## src/rtl/toggle_led_sequencer.sv

```systemverilog
// -----------------------------------------------------------------------------
// toggle_led_sequencer
//
// Advances a one-hot LED pattern by one position on every change (either
// polarity) of the upstream toggle signal. In wrap mode the lit LED chases
// 0..N-1 and starts again at 0; in bounce mode it ping-pongs 0..N-1..0. Each
// completed sweep (a wrap, or a full round trip in bounce mode) produces a
// one-cycle pulse and bumps a saturating sweep counter.
//
// Parameters:
//   NUM_OUTPUTS   number of one-hot outputs (2..16)
//   COUNT_WIDTH   width of the saturating sweep counter
//
// Ports:
//   i_Clk          system clock, rising edge
//   i_Reset        synchronous active-high reset
//   i_Enable       run when high; idle with all LEDs off when low
//   i_Toggle       toggle output of the upstream stage
//   i_Bounce       0 = wrap (chaser), 1 = bounce (ping-pong)
//   o_Sel          one-hot LED select, all zeros when idle
//   o_Index        binary index of the lit LED
//   o_Sweep_Done   one-cycle pulse per completed sweep
//   o_Sweep_Count  number of completed sweeps, saturating
// -----------------------------------------------------------------------------
module toggle_led_sequencer #(
  parameter int NUM_OUTPUTS = 4,
  parameter int COUNT_WIDTH = 8,
  localparam int IDX_W = $clog2(NUM_OUTPUTS)
) (
  input  logic                   i_Clk,
  input  logic                   i_Reset,
  input  logic                   i_Enable,
  input  logic                   i_Toggle,
  input  logic                   i_Bounce,
  output logic [NUM_OUTPUTS-1:0] o_Sel,
  output logic [IDX_W-1:0]       o_Index,
  output logic                   o_Sweep_Done,
  output logic [COUNT_WIDTH-1:0] o_Sweep_Count
);

  typedef enum logic [1:0] {
    IDLE     = 2'd0,
    RUN_UP   = 2'd1,
    RUN_DOWN = 2'd2
  } state_t;

  localparam logic [IDX_W-1:0]       LAST      = IDX_W'(NUM_OUTPUTS - 1);
  localparam logic [COUNT_WIDTH-1:0] COUNT_MAX = '1;
  localparam logic [NUM_OUTPUTS-1:0] SEL_ONE   = NUM_OUTPUTS'(1);

  state_t                   state_q, state_d;
  logic [IDX_W-1:0]         idx_q, idx_d;
  logic [NUM_OUTPUTS-1:0]   sel_q, sel_d;
  logic                     done_q, done_d;
  logic [COUNT_WIDTH-1:0]   count_q, count_d;
  logic                     toggle_prev;
  logic                     edge_seen;
  logic                     sweep;

  // Either polarity of the toggle counts as one step.
  assign edge_seen = (i_Toggle != toggle_prev);

  always_comb begin
    // NOTE: every signal written here gets a default first; a path that
    // leaves one unassigned would infer a latch.
    state_d = state_q;
    idx_d   = idx_q;
    done_d  = 1'b0;
    count_d = count_q;
    sweep   = 1'b0;

    if (!i_Enable) begin
      // Disable wins over a coincident toggle edge.
      state_d = IDLE;
      idx_d   = '0;
    end else begin
      unique case (state_q)
        IDLE: begin
          // Entry cycle only lights LED 0; a coincident edge is not consumed.
          state_d = RUN_UP;
          idx_d   = '0;
        end
        RUN_UP, RUN_DOWN: begin
          if (edge_seen) begin
            if (state_q == RUN_DOWN && i_Bounce && idx_q != '0) begin
              idx_d   = idx_q - IDX_W'(1);
              state_d = RUN_DOWN;
              if (idx_q == IDX_W'(1)) begin
                // Back at LED 0: the round trip is complete.
                sweep   = 1'b1;
                state_d = RUN_UP;
              end
            end else begin
              // Upward rule, also used when bounce is dropped while descending.
              state_d = RUN_UP;
              if (idx_q != LAST) begin
                idx_d = idx_q + IDX_W'(1);
              end else if (i_Bounce) begin
                idx_d = LAST - IDX_W'(1);
                // With only two LEDs the turn-around already lands on 0.
                if (LAST == IDX_W'(1)) sweep = 1'b1;
                else                   state_d = RUN_DOWN;
              end else begin
                idx_d = '0;
                sweep = 1'b1;
              end
            end
          end
        end
        default: begin
          state_d = IDLE;
          idx_d   = '0;
        end
      endcase
    end

    if (sweep) begin
      done_d = 1'b1;
      if (count_q != COUNT_MAX) count_d = count_q + COUNT_WIDTH'(1);
    end

    sel_d = (state_d == IDLE) ? '0 : (SEL_ONE << idx_d);
  end

  // NOTE: sequential state uses non-blocking assignments so every register
  // samples the pre-edge values regardless of statement order.
  always_ff @(posedge i_Clk) begin
    // Tracked in every state and through reset, so re-enable never sees a
    // stale edge.
    toggle_prev <= i_Toggle;
    if (i_Reset) begin
      state_q <= IDLE;
      idx_q   <= '0;
      sel_q   <= '0;
      done_q  <= 1'b0;
      count_q <= '0;
    end else begin
      state_q <= state_d;
      idx_q   <= idx_d;
      sel_q   <= sel_d;
      done_q  <= done_d;
      count_q <= count_d;
    end
  end

  assign o_Sel         = sel_q;
  assign o_Index       = idx_q;
  assign o_Sweep_Done  = done_q;
  assign o_Sweep_Count = count_q;

endmodule

```

## config.mk

```make
export PLATFORM = sky130hd
export DESIGN_NAME = toggle_led_sequencer
export DESIGN_NICKNAME = d
export VERILOG_FILES = /design/src/rtl/toggle_led_sequencer.sv
export SDC_FILE = /design/constraint.sdc
export NUM_CORES = 1
export LEC_CHECK = 0
export ABC_AREA = 1
export BUFFER_PORTS_ARGS = -buffer_cell sky130_fd_sc_hd__buf_4
export CAP_MARGIN = 20
export CORE_MARGIN = 3
export CORE_UTILIZATION = 35
export DETAILED_ROUTE_END_ITERATION = 10
export SLEW_MARGIN = 20
export SYNTH_ARGS = -nofsm -noshare
export SYNTH_HDL_FRONTEND = slang
export SYNTH_SLANG_ARGS = --single-unit
```

## constraint.sdc

```tcl
create_clock -name i_Clk -period 2.9 [get_ports i_Clk]
set_input_delay 0.145 -clock i_Clk [delete_from_list [all_inputs] [get_ports i_Clk]]
set_output_delay 0.145 -clock i_Clk [all_outputs]
set_load 0.01 [all_outputs]
```

==> flow_summary.toml <==
[run_status]
status = "complete, no violations"

[critical_path]
worstSetupEndpointType = "flip-flop"
reg2reg_setup_slack_ns = 1.27
worst_r2r_endpoint = "o_Sweep_Count[6]"
worstSetupPathType = "reg2reg"
reg2reg_depth = 10
reg2reg_from = "state_q[1]"
worst_setup_path_start_kind = "flip-flop"
crit_top_cell = "nand2_1"
cp.arrival_ns = 1.87
crit_fanout = 9
worstPathRequired_ns = 3.14
max_stage_delay_ns = 0.37
crit_chain = "inv_1 > ha_1 > nand2_1 > nor2_8 > inv_4 > nor2_8 > nand2_2 > nand2_1 > nand2_1 > nor2_2"
slowest_stage = "dfxtp_1"
crit_path_start = "state_q[1]"

[floorplanning]
die-area_sq_um = 3640
die_x_microns = 60.3
ios = 20
start_util_pct = 37.2
rows = 19
core_area_sq_um = 2780
die_h_microns = 60.3

[timing]
setup_viol = 0
tightest_slew_ns = 0.305
rsz0062_at_grt = "false"
post-route-min-period_ns = 1.63
slew_headroom_pct = 79.6
slew_violations = 0
fin_crit_sh_pct = 56.1
hold_viol_final = 0
fmax_ghz = 0.614
fin_setup_tns_ns = 0
finalClockSkew_ns = 0.00600

[cts]
tritoncts = "built"
clock_sinks = 18
cts-buffers-inserted = 3
clkTransAtPathRegs_ns = 0.10
htree_levels = 1
clk_latency_ns = 0.29
cts_root_buf = "clkbuf_4"
cts-resized-gates = 0
post-cts-setup-buffers = 0
holdBufCountCts = 1
clk_path_buf_depth = 2

[detailed_routing]
routed_via_density = 4.62
routed_wl_microns = 2020
ant_nets = 0
drc_errors = 0
dr.pass1.iters = 4
avgRoutedWirePerCell_microns = 10.6
routed-via-count = 878
drt_iter0_markers = 5

[power]
power_leakage_nw = 0.622
combPwrFrac_pct = 8.5
switchingPower_uw = 98.4
ir_drop_mv = 0.229
p_int_uw = 312
switching_share_pct = 24.0
pwr-share-clk_pct = 30.2
power.density_nw_per_um2 = 330
sequentialPowerShare_pct = 61.3

[finish]
antenna_cells = 0
final_cells = 190
synthToLayoutAreaGrowth_pct = 20.2
drive_gt1_share_pct = 24.5
fin_nets = 173
fillCellCount = 288

[placed_design]
dpl.hpwl_microns = 1620
gp_congestion = 0.858
dp.cells = 186
numPortBuffers = 19

[flow_run]
maxCapViolCount = 0

[synthesis]
synthFlopType = "dfxtp_1"
synth_common_cells = "nand2_1 (30), dfxtp_1 (18), inv_1 (18)"
syn_inst = 137
syn_area_sq_um = 1030
ys_types = 26
yosys.area.top_type = "dfxtp_1"
async_flop_share_pct = 0
syn-num-nets = 149
ys_seq_area_share_pct = 34.9
synth_warnings = 0
synth_most_common_cell = "nand2_1"
synth_edf_count = 0
syn_area_per_cell_sq_um = 7.54
synth_top_area_share_pct = 34.9
ys_seq_elements = 18
ys_top_cells_by_area = "dfxtp_1 (35%), nand2_1 (11%), ha_1 (8.5%)"

[global_routing]
grt_pass1_vias = 818
grt_pass1_wl_microns = 3440
grt_overflow_total = 0
grt_max_degree = 12
gr-usage-all-layers_pct = 12.7
antenna_found_initial = 0

[worst_hold_path]
min-delay-start = "i_Reset"
hold-path-endpoint = "o_Sweep_Count[7]"
hold_class = "in2reg"
holdPathStages = 2
-- how the worst max path moves through the flow --
stage                                  end  slack, ns
final                     o_Sweep_Count[6]       1.27
after detailed placement  o_Sweep_Count[2]       1.26
after floorplan           o_Sweep_Count[6]       1.38
after global placement    o_Sweep_Count[0]       1.30
after CTS                 o_Sweep_Count[2]       1.24
after global routing      o_Sweep_Count[5]       1.09
-- state kept, by name, summed over array words and instances, names as in the netlist --
| signal | count |
|---|---|
| o_Sweep_Count | 8 |
| o_Sel | 4 |
| o_Index | 2 |
| state_q | 2 |
| o_Sweep_Done | 1 |
| toggle_prev | 1 |
-- placed cells by master (no fill, tap or decap), drive strengths merged --
cell,Yosys,layout
xor2,4,4
clkbuf,0,3
ha,7,7
a21oi,8,8
nand3b,1,1
inv,21,21
nor3b,1,1
buf,1,19
nor3,5,5
nand2,34,34
o22ai,1,1
nand3,10,10
nor2,19,19
dlygate4sd3,0,1
o21ai,4,4
or2,1,1
nand4,2,2
dfxtp,18,18
-- kinds of logic after synthesis --
logic type	after synthesis	share of synthesized area, %
buffers and inverters	22	8.35
XOR/XNOR	4	3.39
AO/OA/AOI/OAI	13	7.38
flip-flops	18	34.9
AND/OR/NAND/NOR	73	37.5
adder cells (fa/ha/maj)	7	8.47
-- power by group through the flow --
stage,Combinational (mW),Clock (mW),Sequential (mW)
floorplan,0.0218,0,0.258
finish,0.0348,0.124,0.252
global placement,0.0336,0,0.257
global route,0.0393,0.141,0.252
detailed placement,0.0343,0,0.257
CTS,0.0354,0.129,0.252
-- cell type report --
class	count	area, sq um	share of cell area (%)
timing repair buffer	20	153	12.3
tap	31	38.8	3.12
clock buffer	3	22.5	1.81
sequential	18	360	29.0
multi-input combinational	97	587	47.2
inverter	21	81.3	6.55
-- worst max-delay path: cells and delay by family, from the launching register on --
family / cells / cell delay [ns]
and+or+nand+nor: 7 / 0.79
buffers and inverters: 2 / 0.12
adders and majority gates: 1 / 0.29
DFF: 1 / 0.37
-- through the flow --
stage | setup slack [ns] | instance area, sq um | hold slack (ns) | utilization (%) | total power, mW
after global routing | 1.09 | 1240 | 0.0845 | 44.7 | 0.433
after floorplan | 1.38 | 1030 | 0.173 | - | 0.280
after global placement | 1.30 | 1210 | 0.266 | 43.5 | 0.291
final | 1.27 | 1240 | 0.0996 | 44.7 | 0.410
after CTS | 1.24 | 1240 | 0.100 | 44.7 | 0.416
after detailed placement | 1.26 | 1210 | 0.267 | 43.5 | 0.291
-- routing by layer --
metal / routed length [microns] / global-route usage, % / vias up
li1: - / - / 476
met1: 968 / 15.6 / 382
met2: 901 / 19.9 / 13
met3: 95 / 3.40 / 7
met4: 54 / 7.28 / 0
met5: 0 / 0 / -
Power figures use the tool's default switching activity.
